==> config.mk <==
export PLATFORM = sky130hd
export DESIGN_NAME = mma_arb_flat
export DESIGN_NICKNAME = d
export VERILOG_FILES = /design/src/rtl/mma_arb_if.sv /design/src/rtl/mma_arb.sv /design/src/flat_wrapper.sv
export SDC_FILE = /design/constraint.sdc
export NUM_CORES = 1
export LEC_CHECK = 0
export CAP_MARGIN = 30
export CORE_UTILIZATION = 40
export DETAILED_ROUTE_END_ITERATION = 8
export PLACE_DENSITY = 0.94
export SLEW_MARGIN = 20
export SYNTH_ARGS = -nofsm -noshare
export SYNTH_HDL_FRONTEND = slang
export SYNTH_SLANG_ARGS = --single-unit
==> constraint.sdc <==
create_clock -name clk -period 3 [get_ports clk]
set_input_delay 0.6 -clock clk [delete_from_list [all_inputs] [get_ports clk]]
set_output_delay 0.6 -clock clk [all_outputs]
set_load 0.01 [all_outputs]
==> src/rtl/mma_arb_if.sv <==
// mma_arb_if: groups the requester, engine and response signals of mma_arb.
// master modport = arbiter side; slave modport = requesters, engine and response sink.
// Ports: req_valid/req_ready/req_a/req_b, eng_start/eng_a/eng_b/eng_done/eng_result,
//        rsp_valid/rsp_ready/rsp_id/rsp_data/rsp_err, busy.
interface mma_arb_if #(
  parameter int N     = 4,
  parameter int WIDTH = 8,
  parameter int NREQ  = 2
);
  localparam int IDW = (NREQ > 1) ? $clog2(NREQ) : 1;

  logic [NREQ-1:0]         req_valid;
  logic [NREQ-1:0]         req_ready;
  logic [NREQ*N*WIDTH-1:0] req_a;
  logic [NREQ*N*WIDTH-1:0] req_b;

  logic                    eng_start;
  logic [N*WIDTH-1:0]      eng_a;
  logic [N*WIDTH-1:0]      eng_b;
  logic                    eng_done;
  logic [2*WIDTH-1:0]      eng_result;

  logic                    rsp_valid;
  logic                    rsp_ready;
  logic [IDW-1:0]          rsp_id;
  logic [2*WIDTH-1:0]      rsp_data;
  logic                    rsp_err;

  logic                    busy;

  modport master (
    input  req_valid, req_a, req_b, eng_done, eng_result, rsp_ready,
    output req_ready, eng_start, eng_a, eng_b, rsp_valid, rsp_id, rsp_data, rsp_err, busy
  );

  modport slave (
    output req_valid, req_a, req_b, eng_done, eng_result, rsp_ready,
    input  req_ready, eng_start, eng_a, eng_b, rsp_valid, rsp_id, rsp_data, rsp_err, busy
  );
endinterface

==> src/rtl/mma_arb.sv <==
// mma_arb: round-robin arbiter feeding one dot-product engine, one job in flight at a time.
// Latency: accept cycle 0, eng_start cycle 1, eng_done earliest cycle 2, rsp_valid cycle 3.
// Backpressure: response held until rsp_ready; no requester is accepted while a job is in flight.
// Ports: clk, rst_n (async active-low), bus (mma_arb_if.master: requester, engine, response, busy).
// Optional: define MMA_ARB_TIMEOUT_EN to enable the TIMEOUT-cycle engine watchdog
// (error response with rsp_data=0); without it rsp_err is tied low and TIMEOUT has no effect.
module mma_arb #(
  parameter int N       = 4,
  parameter int WIDTH   = 8,
  parameter int NREQ    = 2,
  parameter int TIMEOUT = 16
) (
  input  logic      clk,
  input  logic      rst_n,
  mma_arb_if.master bus
);
  localparam int NW  = N * WIDTH;
  localparam int IDW = (NREQ > 1) ? $clog2(NREQ) : 1;

  localparam logic [1:0] S_IDLE  = 2'd0;
  localparam logic [1:0] S_ISSUE = 2'd1;
  localparam logic [1:0] S_WAIT  = 2'd2;
  localparam logic [1:0] S_RESP  = 2'd3;

  if (TIMEOUT < 1) begin : g_bad_timeout
    $error("mma_arb: TIMEOUT must be at least 1");
  end

  logic [1:0]         state;
  logic [IDW-1:0]     last_grant;
  logic [IDW-1:0]     id_q;
  logic [NW-1:0]      a_q;
  logic [NW-1:0]      b_q;
  logic [2*WIDTH-1:0] data_q;

  logic [IDW-1:0]     gnt_idx;
  logic [IDW-1:0]     cand;
  logic               gnt_found;
  logic               wd_expire;
  logic [NW-1:0]      a_arr [NREQ];
  logic [NW-1:0]      b_arr [NREQ];

  always_comb begin
    for (int r = 0; r < NREQ; r++) begin
      a_arr[r] = bus.req_a[r*NW +: NW];
      b_arr[r] = bus.req_b[r*NW +: NW];
    end
  end

  // Scan from last_grant+1 around the ring; the first valid requester wins.
  always_comb begin
    gnt_found = 1'b0;
    gnt_idx   = '0;
    cand      = '0;
    for (int i = 1; i <= NREQ; i++) begin
      cand = IDW'((int'(last_grant) + i) % NREQ);
      if (!gnt_found && bus.req_valid[cand]) begin
        gnt_found = 1'b1;
        gnt_idx   = cand;
      end
    end
  end

  // Gated by rst_n so a requester never sees an accept while reset is held.
  always_comb begin
    bus.req_ready = '0;
    if (rst_n && (state == S_IDLE) && gnt_found) bus.req_ready[gnt_idx] = 1'b1;
  end

  assign bus.eng_start = (state == S_ISSUE);
  assign bus.eng_a     = a_q;
  assign bus.eng_b     = b_q;
  assign bus.rsp_valid = (state == S_RESP);
  assign bus.rsp_id    = id_q;
  assign bus.rsp_data  = data_q;
  assign bus.busy      = (state != S_IDLE);

`ifdef MMA_ARB_TIMEOUT_EN
  localparam int CW = $clog2(TIMEOUT + 1);
  logic [CW-1:0] wd_cnt;
  logic          err_q;

  // wd_cnt equals the number of WAIT cycles already spent without eng_done.
  assign wd_expire   = (state == S_WAIT) && (wd_cnt == CW'(TIMEOUT - 1));
  assign bus.rsp_err = err_q;

  always_ff @(posedge clk or negedge rst_n) begin
    if (!rst_n) begin
      wd_cnt <= '0;
      err_q  <= 1'b0;
    end else begin
      if (state == S_ISSUE) begin
        wd_cnt <= '0;
      end else if ((state == S_WAIT) && !wd_expire) begin
        wd_cnt <= wd_cnt + CW'(1);
      end
      if (state == S_WAIT) begin
        if (bus.eng_done)   err_q <= 1'b0;
        else if (wd_expire) err_q <= 1'b1;
      end
    end
  end
`else
  assign wd_expire   = 1'b0;
  assign bus.rsp_err = 1'b0;
`endif

  always_ff @(posedge clk or negedge rst_n) begin
    if (!rst_n) begin
      state      <= S_IDLE;
      last_grant <= IDW'(NREQ - 1);
      id_q       <= '0;
      a_q        <= '0;
      b_q        <= '0;
      data_q     <= '0;
    end else begin
      case (state)
        S_IDLE: begin
          if (gnt_found) begin
            id_q  <= gnt_idx;
            a_q   <= a_arr[gnt_idx];
            b_q   <= b_arr[gnt_idx];
            state <= S_ISSUE;
          end
        end
        S_ISSUE: state <= S_WAIT;
        S_WAIT: begin
          // eng_done has priority over a watchdog expiring in the same cycle.
          if (bus.eng_done) begin
            data_q <= bus.eng_result;
            state  <= S_RESP;
          end else if (wd_expire) begin
            data_q <= '0;
            state  <= S_RESP;
          end
        end
        S_RESP: begin
          if (bus.rsp_ready) begin
            last_grant <= id_q;
            state      <= S_IDLE;
          end
        end
        default: state <= S_IDLE;
      endcase
    end
  end
endmodule

==> src/flat_wrapper.sv <==
// flat-port wrapper written by rule: the top's interface ports become plain ports
module mma_arb_flat 
#(
  parameter int N       = 4,
  parameter int WIDTH   = 8,
  parameter int NREQ    = 2,
  parameter int TIMEOUT = 16
)
  (clk, rst_n, bus_req_valid, bus_req_a, bus_req_b, bus_eng_done, bus_eng_result, bus_rsp_ready, bus_req_ready, bus_eng_start, bus_eng_a, bus_eng_b, bus_rsp_valid, bus_rsp_id, bus_rsp_data, bus_rsp_err, bus_busy);
  mma_arb_if #(.N(N), .WIDTH(WIDTH), .NREQ(NREQ)) bus_i ();
  input  logic clk;
  input  logic rst_n;
  input wire logic [$bits(bus_i.req_valid)-1:0] bus_req_valid;
  input wire logic [$bits(bus_i.req_a)-1:0] bus_req_a;
  input wire logic [$bits(bus_i.req_b)-1:0] bus_req_b;
  input wire logic [$bits(bus_i.eng_done)-1:0] bus_eng_done;
  input wire logic [$bits(bus_i.eng_result)-1:0] bus_eng_result;
  input wire logic [$bits(bus_i.rsp_ready)-1:0] bus_rsp_ready;
  output wire logic [$bits(bus_i.req_ready)-1:0] bus_req_ready;
  output wire logic [$bits(bus_i.eng_start)-1:0] bus_eng_start;
  output wire logic [$bits(bus_i.eng_a)-1:0] bus_eng_a;
  output wire logic [$bits(bus_i.eng_b)-1:0] bus_eng_b;
  output wire logic [$bits(bus_i.rsp_valid)-1:0] bus_rsp_valid;
  output wire logic [$bits(bus_i.rsp_id)-1:0] bus_rsp_id;
  output wire logic [$bits(bus_i.rsp_data)-1:0] bus_rsp_data;
  output wire logic [$bits(bus_i.rsp_err)-1:0] bus_rsp_err;
  output wire logic [$bits(bus_i.busy)-1:0] bus_busy;
  assign bus_i.req_valid = bus_req_valid;
  assign bus_i.req_a = bus_req_a;
  assign bus_i.req_b = bus_req_b;
  assign bus_i.eng_done = bus_eng_done;
  assign bus_i.eng_result = bus_eng_result;
  assign bus_i.rsp_ready = bus_rsp_ready;
  assign bus_req_ready = bus_i.req_ready;
  assign bus_eng_start = bus_i.eng_start;
  assign bus_eng_a = bus_i.eng_a;
  assign bus_eng_b = bus_i.eng_b;
  assign bus_rsp_valid = bus_i.rsp_valid;
  assign bus_rsp_id = bus_i.rsp_id;
  assign bus_rsp_data = bus_i.rsp_data;
  assign bus_rsp_err = bus_i.rsp_err;
  assign bus_busy = bus_i.busy;
  mma_arb #(.N(N), .WIDTH(WIDTH), .NREQ(NREQ), .TIMEOUT(TIMEOUT)) u_core (.clk(clk), .rst_n(rst_n), .bus(bus_i));
endmodule
# Word level (Yosys, flattened, before mapping)
# Cells that the tools add are included.
# op_classes
addsub	2
muxes	21
bitwise_logic	1
eq_ne	6
magnitude_cmp	5
n_reduce_logical	11
# op_table
cell	count
$mux W32	6
$mux W1	9
$mux W2	4
$pmux W2 S4	1
$lt A1 B2 Y1 const B	3
$reduce_and A2 Y1	3
$eq A2 B2 Y1 const B	2
$logic_and A1 B1 Y1	4
$ne A2 B2 Y1 const B	2
$reduce_and A3 Y1	1
$add A1 B1 Y1 const B	2
$eq A2 B1 Y1 const B	1
$ge A2 B2 Y1 const B	1
$logic_not A2 Y1	1
$ne A2 B1 Y1 const B	1
$not A1 Y2	1
$reduce_bool A2 Y1	1
$demux W1 S1	1
$ge A1 B1 Y1 const B	1
$logic_not A1 Y1	1
# word_totals
register_bits	84
elab_cells	52
in_bits	150

# Depth between registers and ports, before layout
# logic_depth
ltp_word	12
depth_mapped	7
depth_no_buf	5

# Worst setup path after synthesis
# OpenSTA, ideal clock, no wires.
# synth_timing
path_kind	input to output
from	input bus_req_valid[1]
to	output bus_req_ready[1]
path_slack_ps	1149
arrival_time_ps	1251
n_path_buf	2
required_time_ps	2400
stages	4
path_cell_list	a21boi_2 -> buf_4 -> buf_4 -> and3_1
# synth_via
elab_chain_cells	11
word_cells_on_any_way	17
classes_between	order compare: 2; mux: 11; reduce/logical: 4
# synth_rtl
item	line_no	rtl
start: declaration	flat_wrapper.sv:13	input wire logic [$bits(bus_i.req_valid)-1:0] bus_req_valid;
$mux W1 (implied by the code) (2 in series)	mma_arb.sv:57	if (!gnt_found && bus.req_valid[cand]) begin
$mux W1	mma_arb.sv:57	
$logic_not A1 Y1	mma_arb.sv:57	
$logic_and A1 B1 Y1	mma_arb.sv:57	
$mux W1	mma_arb.sv:57	
$lt A1 B2 Y1 (implied by the code) or $ge A1 B1 Y1 (tied branches)	mma_arb.sv:67	if (rst_n && (state == S_IDLE) && gnt_found) bus.req_ready[gnt_idx] = 1'b1;
$logic_and A1 B1 Y1 (implied by the code)	mma_arb.sv:67	
$mux W1 (implied by the code)	mma_arb.sv:67	
$demux W1 S1	n/a	
$mux W2 (*)	mma_arb.sv:67	
end: declaration	flat_wrapper.sv:19	output wire logic [$bits(bus_i.req_ready)-1:0] bus_req_ready;
# Every way passes the cells marked *; elsewhere a longest branch is shown, timed or not. The select of a mux whose other input is x is not followed.

# Worst setup path in the final report
# layout_timing
from	input bus_req_valid[0]
to	output bus_req_ready[0]
# Same word-level chain as after synthesis.

==> run_results.csv <==
group,metric,value,unit
setup_path,crit_path_max_fanout,5,
synthesis,synth_top_area_cell,"dfrtp_1",
sta,slew_viol_final,0,
power_and_ir_drop,vdd_ir_drop_max,0.000788,V
cells_and_area,nFillCells,687,
detailed_routing,num_vias,3903,
sta,hold_violations,0,
synthesis,synth.area.top_cells,"dfrtp_1 55%, a21oi_1 17%, nand2_1 6.7%",
power_and_ir_drop,power,6060,uW
setup_path,start_kind,"input port",
power_and_ir_drop,power_density,949,nW/um^2
global_route,grt_antenna_before_repair,0,
sta,max_freq,0.356,GHz
cells_and_area,nets,791,
synthesis,synth-xor-area-share,0,%
global_route,grt_overflow_total,0,
synthesis,synth_compound_gate_area_share,18.7,%
placement,hpwlAfterDp,8980,um
sta,fin_skew,14.8,ps
floorplanning,die_h,99.2,um
clock_tree,root_buffer,"clkbuf_8",
synthesis,synthArstFlopShare,100,%
floorplanning,start_util,41.1,%
setup_path,crit_required,2400,ps
sta,tns,0,ps
synthesis,synthFlopType,"dfrtp_1",
detailed_routing,antenna_left,0,
floorplanning,dieArea,9840,um^2
synthesis,syn_area_per_cell,9.15,um^2
synthesis,syn_area,3780,um^2
synthesis,ys_top_cells_by_count,"128 x a21oi_1, 83 x dfrtp_1, 67 x nand2_1, 65 x nor2_1, 18 x mux2_2",
sta,setup_viol,0,
placement,gp_congestion,0.800,
detailed_routing,wire_per_inst,16.5,um
cells_and_area,antenna_cells,0,
sta,worst_pin_slew,714,ps
clock_tree,numCtsBuffers,9,
synthesis,synth_cell_type_count,20,
cells_and_area,final_util,69.5,%
floorplanning,die_w,99.2,um
flow_run,drv_cap,0,
sta,period_minus_slack,2810,ps
power_and_ir_drop,leakagePower,0.00270,uW
cells_and_area,drive_gt1_share,7.19,%
synthesis,synth_most_common_cell,"a21oi_1",
setup_path,crit_type,"in -> out",
clock_tree,cts_setup_buffers,0,
detailed_routing,top_layer_used,"met4",
detailed_routing,wl_met3,1150,um
clock_tree,cts_tree,"built",
clock_tree,clockBufferDepth,2,
synthesis,synth_edf_count,0,
global_route,grt_pass1_wl,19400,um
clock_tree,clkTransAtPathRegs,80,ps
floorplanning,core_region_area,9200,um^2
synthesis,netlist_instances,413,
detailed_routing,drt-initial-drc-count,171,
clock_tree,clk_latency,340,ps
run_status,status,"finished, final reports clean",
min_path,hold_class,"in -> async",
synthesis,yosysWarnings,0,
global_route,grt_usage,25.1,%
synthesis,yosys.area_share.simple,13.4,%
global_route,grt_max_degree,66,
detailed_routing,route.detailed.drc,0,
clock_tree,h-tree-depth,3,
synthesis,synth_top_area_share,55.0,%
placement,place.port_buffers,235,
synthesis,synth-seq-cells,84,
detailed_routing,wl_met2,6350,um
clock_tree,postCtsResizedCells,0,
floorplanning,rows,35,
cells_and_area,area_growth,69.2,%
synthesis,synthAdderAreaFrac,1.66,%
floorplanning,io_pins,237,
synthesis,synthMuxAreaShare,5.37,%
detailed_routing,wl_met1,4610,um
synthesis,synth_top_family_by_area,"compound AO/OA/AOI/OAI gates",
setup_path,cp.arrival,2210,ps
sta,rsz0062_at_grt,"false",
setup_path,crit_path_end_kind,"primary output",
synthesis,yosysSeqAreaShare,55.7,%
detailed_routing,drt_wl_total,12400,um
clock_tree,cts_sinks,84,
synthesis,synth_nets,568,
detailed_routing,routed_via_density,5.20,
clock_tree,hold_buffers,0,
global_route,first_global_vias,4055,
sta,finalCritPeriodShare,93.6,%
sta,relSlewSlack,52.4,%
detailed_routing,drtPass1Iterations,4,
[cell families (layout without fill, tap and decap cells)]
group,after synthesis,count (layout)
DFF,84,84
other,1,1
muxes,18,18
AOI/OAI and AO/OA,136,136
adders and majority gates,5,5
buffers and inverters,35,262
and+or+nand+nor,134,134
[critical path, cell delays in order]
cell             delay [ps]
clkdlybuf4s50_1         650
o21a_2                  200
and3_1                  180
clkdlybuf4s50_1         580
[where the power goes]
part	internal [uW]	total (uW)	switching, uW
clock	509	902	393
combinational	1670	3110	1440
sequential	1720	2050	332
[routing by layer]
metal,global-route usage [%],vias to the layer above
met2,45.0,207
li1,-,1817
met1,28.0,1850
met4,9.62,0
met5,0,-
met3,7.59,29
[through the flow]
stage | cell area (um^2) | hold slack [ps] | instances | setup slack (ps)
floorplan | 3780 | 304 | 413 | 1150
global route | 6390 | 35.4 | 751 | 113
global placement | 6170 | 414 | 736 | 209
CTS | 6390 | 42.1 | 751 | 180
detailed placement | 6170 | 413 | 736 | 188
finish | 6390 | 60.9 | 751 | 192
[path summary, 6_finish.rpt]
check                                         from                 endpoint  slack, ps  cells past startpoint
setup / recovery                  bus_req_valid[0]         bus_req_ready[0]        190                      4
hold / removal                               rst_n        u_core.bus.rsp_id         60                      1
setup reg to reg                   u_core.state[0]     u_core.bus.eng_a[30]        960                      6
hold reg to reg            u_core.bus.rsp_data[10]  u_core.bus.rsp_data[10]        520                      1
max in group asynchronous                    rst_n     u_core.bus.eng_b[27]       2230                      2
min in group clk           u_core.bus.rsp_data[10]  u_core.bus.rsp_data[10]        520                      1
[layout make-up]
cell class,count,area (um^2),area share (%)
Timing Repair Buffer,242,2400,37.6
Sequential cell,84,2100,32.9
Multi-Input combinational cell,294,1510,23.5
Clock buffer,11,151,2.37
Tap cell,111,139,2.17
Clock inverter,4,72.6,1.14
Inverter,5,18.8,0.294
[registers in the layout (all words and copies together) (netlist names)]
register	count
u_core.bus.eng_a	32
u_core.bus.eng_b	32
u_core.bus.rsp_data	16
u_core.bus.rsp_id	1
u_core.last_grant	1
u_core.state	2
[cell usage in the layout, fill, tap and decap left out, drive strengths merged]
| cell | Yosys | final |
|---|---|---|
| a21bo | 1 | 1 |
| a21boi | 1 | 1 |
| a21oi | 128 | 128 |
| a222oi | 1 | 1 |
| a22o | 1 | 1 |
| and3 | 2 | 2 |
| buf | 26 | 8 |
| bufinv | 0 | 2 |
| clkbuf | 4 | 11 |
| clkdlybuf4s50 | 0 | 234 |
| clkinv | 0 | 1 |
| clkinvlp | 0 | 1 |
| conb | 1 | 1 |
| dfrtp | 83 | 83 |
| dfstp | 1 | 1 |
| ha | 5 | 5 |
| inv | 5 | 5 |
| mux2 | 18 | 18 |
| nand2 | 67 | 67 |
| nor2 | 65 | 65 |
| o21a | 1 | 1 |
| o21ai | 2 | 2 |
| o32a | 1 | 1 |
(Power assumes the default switching activity.)
==> edit 1, RTL diff (same settings) <==
Build with the macro `MMA_ARB_TIMEOUT_EN` defined.
--- a/src/rtl/mma_arb.sv
+++ b/src/rtl/mma_arb.sv
@@ -4,6 +4,8 @@
 // Ports: clk, rst_n (async active-low), bus (mma_arb_if.master: requester, engine, response, busy).
 // Optional: define MMA_ARB_TIMEOUT_EN to enable the TIMEOUT-cycle engine watchdog
 // (error response with rsp_data=0); without it rsp_err is tied low and TIMEOUT has no effect.
+`define MMA_ARB_TIMEOUT_EN
+
 module mma_arb #(
   parameter int N       = 4,
   parameter int WIDTH   = 8,
Formal check against the unedited RTL: same outputs for any inputs over 4 cycles, from zero or initial values and one cycle with rst_n low; that may be too few to reach the edited logic, so the function may still have changed.
==> edit 1 against the original RTL <==
Maximum frequency is 2.2% higher; non-clock buffer count did not move; final area up 5.1%; setup slack gained 0.061 ns; highest routed layer unchanged; sequential cell count rose by 6; routed wire length fell by 6.1%; via count down 7.2%; register-to-register slack barely moved; sequential share of layout area rose by 0.64 points; total power shrank 4.4%; clock power fell by 9.4%; clock skew shrank 0.0078 ns; first-iteration DRC count shrank 65%; synthesized area grew 7.8%.
==> edit 1: results (changes against the original RTL) <==
| Metric | Value |
|---|---|
| Wire length on met2 | `6180 µm (-2.7%)` |
| Seq/Total Area, Yosys | `55.3% (-0.35 points)` |
| Peak supply drop | `0.000727 V (-7.8%)` |
| Vias in the first global route | `3615 (-11%)` |
| Post-synthesis compound-gate area fraction | `12.8% (-5.9 points)` |
| Mux cell area share after synthesis | `16.8% (+11 points)` |
| First-iteration detailed-routing DRC count | `60 (-65%)` |
| Total track usage | `22.0% (-3.1 points)` |
| Adder-cell share of the synthesized area | `2.15% (+0.49 points)` |
| Met3 Routed Length | `944 µm (-18%)` |
| Buffers on Ports | `236 (+0.43%)` |
| RR Endpoint | `u_core.wd_cnt[3]` |
| Filler Cell Count | `731 (+6.4%)` |
| Final #Nets | `755 (-4.6%)` |
| Final hold slack | `0.325 ns (+0.264 ns)` |
| Status | `completed` |
| Wire length per cell | `15.8 µm (-4.2%)` |
| Met1 usage | `22.4% (-5.6 points)` |
| Pin count of the biggest net entering global routing | `130 (+97%)` |
| XOR/XNOR share of the synthesized area | `0.430% (+0.43 points)` |
| Mapped Nets | `527 (-7.2%)` |
| Clock Skew | `0.00704 ns (-0.00777 ns)` |
| Routability cong. | `0.732 (-8.5%)` |
| Worst r2r src | `u_core.wd_cnt[0]` |
| Synth area leaders | `dfrtp_1, mux2i_1, nand2_1` |
==> edit 1: cell count changes after synthesis, sizes merged, moves of 15 or more <==
cell	before	now
mux2i	0	65
nor2	65	7
o21ai	2	67
mux2	18	3
a22o	1	16
a21oi	128	1
==> edit 1: how the worst max path moves through the flow <==
stage                                start                to  cells after the start  slack [ns]
after floorplan            u_core.state[0]  bus_req_ready[0]                      6        0.86
after global placement    bus_req_valid[0]  bus_req_ready[0]                      4        0.28
after detailed placement  bus_req_valid[1]  bus_req_ready[1]                      4        0.27
after CTS                  u_core.state[0]  bus_req_ready[0]                      5        0.24
after global routing       u_core.state[0]  bus_req_ready[0]                      5        0.13
final                      u_core.state[0]  bus_req_ready[0]                      5        0.25
==> edit 1: cell type report <==
cell class	instances	area, µm²	area share [%]
inverter	5	18.8	0.279
timing repair buffer	242	2410	35.9
tap	133	166	2.48
multi-input combinational	250	1680	25.0
sequential	90	2250	33.5
clock buffer	9	124	1.84
clock inverter	7	70.1	1.04
==> edit 1: stage by stage <==
stage,setup slack [ns],instance area [µm²],utilization (%),cells
after detailed placement,0.271,6520,66.4,720
after CTS,0.244,6710,68.4,736
after global placement,0.282,6520,66.4,720
after floorplan,0.865,4070,-,370
final,0.252,6720,68.4,736
after global routing,0.130,6720,68.4,736
==> edit 1: worst max-delay path: stages, from the launching register on <==
cell	delay (ns)
dfrtp_1	0.43
inv_1	0.12
ha_1	0.33
o21ai_4	0.10
nor3b_1	0.22
clkdlybuf4s50_1	0.59
==> edit 1: power by group <==
group / internal (mW) / switching, mW / total, mW
registers: 1.79 / 0.328 / 2.12
logic: 1.57 / 1.29 / 2.86
clock network: 0.383 / 0.434 / 0.817
total: 3.75 / 2.05 / 5.80
==> edit 2, RTL diff (config.mk and constraints unchanged) <==
Without the edit above. `N` is set to 4 in 3 places; all go to 5.
--- a/src/rtl/mma_arb_if.sv
+++ b/src/rtl/mma_arb_if.sv
@@ -3,7 +3,7 @@
 // Ports: req_valid/req_ready/req_a/req_b, eng_start/eng_a/eng_b/eng_done/eng_result,
 //        rsp_valid/rsp_ready/rsp_id/rsp_data/rsp_err, busy.
 interface mma_arb_if #(
-  parameter int N     = 4,
+  parameter int N     = 5,
   parameter int WIDTH = 8,
   parameter int NREQ  = 2
 );
--- a/src/rtl/mma_arb.sv
+++ b/src/rtl/mma_arb.sv
@@ -5,7 +5,7 @@
 // Optional: define MMA_ARB_TIMEOUT_EN to enable the TIMEOUT-cycle engine watchdog
 // (error response with rsp_data=0); without it rsp_err is tied low and TIMEOUT has no effect.
 module mma_arb #(
-  parameter int N       = 4,
+  parameter int N       = 5,
   parameter int WIDTH   = 8,
   parameter int NREQ    = 2,
   parameter int TIMEOUT = 16
--- a/src/flat_wrapper.sv
+++ b/src/flat_wrapper.sv
@@ -1,7 +1,7 @@
 // flat-port wrapper written by rule: the top's interface ports become plain ports
 module mma_arb_flat 
 #(
-  parameter int N       = 4,
+  parameter int N       = 5,
   parameter int WIDTH   = 8,
   parameter int NREQ    = 2,
   parameter int TIMEOUT = 16
Ports: changed (resized bus_eng_a, bus_eng_b, bus_req_a and bus_req_b); port bits go from 237 to 285. The function was not compared with the original's and may differ.
==> edit 2 against the original RTL <==
Via count is 20% higher; critical path depth is 1 higher; final area is 20% higher; total power is 21% higher; sequential cell count is 16 higher; die area is 21% higher; routed wire length is 24% higher; setup slack worse by 0.047 ns; combinational power is 20% higher; sequential share of layout area is 0.30 points lower; global-route usage is 0.58 points higher; synthesized area is 21% higher; largest cell class unchanged.
==> edit 2: results (changes against the original RTL) <==
| Metric | Value |
|---|---|
| Synth cell count leaders | `a21oi_1, dfrtp_1, nand2_1` |
| Pleak | `3.24 nW (+20%)` |
| Vias in the first global route | `4753 (+17%)` |
| Slowest CP cell | `clkdlybuf4s50_1` |
| Clock Skew | `0.00797 ns (-0.00685 ns)` |
| Insertion delay to the later sink of the worst-skew pair | `0.33 ns` |
| Yosys warns | `0 (unchanged)` |
| Worst path top cell family by delay | `buffers and inverters` |
| Netlist cell types | `23 (+15%)` |
| Number of CTS-inserted buffers | `9 (unchanged)` |
| Switching pwr | `2.63 mW (+22%)` |
| Routability cong. | `0.795 (-0.60%)` |
| Worst-Margin Slew | `0.880 ns (+0.165 ns)` |
| Asr flop ratio synth | `100% (unchanged)` |
| Filler Cell Count | `756 (+10%)` |
| Mapped Nets | `687 (+21%)` |
| DPL Wire Length | `11100 µm (+24%)` |
| Synth area leaders | `dfrtp_1, a21oi_1, nand2_1` |
| Worst hold-check path type | `input pin to asynchronous set/reset pin` |
| R2r setup slk | `0.75 ns (-0.21 ns)` |
| Floorplan row count | `38 (+8.6%)` |
| Root Driver | `clkbuf_16` |
| First-iteration detailed-routing DRC count | `383 (+120%)` |
| N_diodes | `0 (unchanged)` |
| Post-CTS Setup Inserts | `0 (unchanged)` |
| CTS max path bufs | `2 (unchanged)` |
| Initial antenna violation count | `0 (unchanged)` |
| Status | `completed` |
| Post-CTS sizing | `0 (unchanged)` |
| # placed instances | `894 (+21%)` |
| Largest stage delay, worst path | `0.63 ns (-0.02 ns)` |
| H-tree depth | `3 (unchanged)` |
| Wire length per cell | `16.9 µm (+2.2%)` |
| Seq/Total Area, Yosys | `54.7% (-1.0 points)` |
| Fraction of layout cells with a size suffix above 1 | `6.36% (-0.82 points)` |
| Arr. time, crit path | `2.26 ns (+0.05 ns)` |
| Synthesized instance count | `500 (+21%)` |
| Final #Nets | `952 (+20%)` |
| CP Max Fanout | `6 (+1)` |
| Worst-path clk slew | `0.07 ns` |
| Peak supply drop | `0.00103 V (+31%)` |
| Total track usage | `25.7% (+0.58 points)` |
| DR pass1 iterations | `5 (+1)` |
| Vias | `4702 (+20%)` |
| Synth Flop Type | `dfrtp_1` |
| Fin cells | `910 (+21%)` |
| First-pass GRT wire length | `23300 µm (+20%)` |
| Buffers on Ports | `283 (+20%)` |
| Pin count of the biggest net entering global routing | `82 (+24%)` |
-- edit 2: cell families after synthesis --
group,synth area share (%)
AND/OR/NAND/NOR,13.7
flip-flops,54.7
adder cells (fa/ha/maj),1.37
buffers and inverters,6.64
other,0.0819
AO/OA/AOI/OAI,19.1
multiplexers,4.43
-- edit 2: cell type report --
class / instances / share of cell area, %
clock inverter: 5 / 0.652
multi-input combinational: 358 / 23.3
sequential: 100 / 32.6
tap: 140 / 2.28
timing repair buffer: 291 / 37.6
inverter: 5 / 0.244
clock buffer: 11 / 3.29
-- edit 2: routing by layer --
layer / vias to the layer above / share of wire (%) / GRT usage [%]
li1: 2199 / - / -
met1: 2241 / 37 / 28.1
met2: 235 / 52 / 46.4
met3: 27 / 8.9 / 7.35
met4: 0 / 2.1 / 10.1
met5: - / 0 / 0
-- edit 2: worst register-to-register path: stages (launching register included) --
cell	delay, ns
dfrtp_1	0.41
inv_1	0.12
ha_1	0.34
o21a_2	0.22
buf_4	0.69
nor2_1	0.13
a21oi_1	0.24
-- edit 2: per-stage QoR --
stage | hold slack (ns) | instance area (µm²) | worst slack, ns
CTS | 0.392 | 7680 | 0.134
finish | 0.367 | 7680 | 0.145
global placement | 0.487 | 7380 | 0.222
global route | 0.441 | 7680 | 0.0240
detailed placement | 0.497 | 7380 | 0.170
floorplan | 0.304 | 4580 | 1.15
-- edit 2: path summary, 6_finish.rpt --
path	start	to	depth (start not counted)
setup / recovery	u_core.state[0]	bus_req_ready[0]	5
hold / removal	rst_n	u_core.bus.eng_b[6]	2
setup reg to reg	u_core.state[0]	u_core.bus.eng_b[9]	6
hold reg to reg	u_core.bus.rsp_data[9]	u_core.bus.rsp_data[9]	1
max in group asynchronous	rst_n	u_core.bus.eng_a[33]	3
min in group clk	u_core.bus.rsp_data[9]	u_core.bus.rsp_data[9]	1
-- edit 2: power by group through the flow --
stage / Clock, mW / Sequential, mW / Combinational, mW
2_1_floorplan: 0 / 2.72 / 1.45
3_3_place_gp: 0 / 2.40 / 3.60
3_5_place_dp: 0 / 2.46 / 3.72
4_1_cts: 1.19 / 2.44 / 3.74
5_1_grt: 1.24 / 2.53 / 4.05
6_report: 1.16 / 2.45 / 3.73
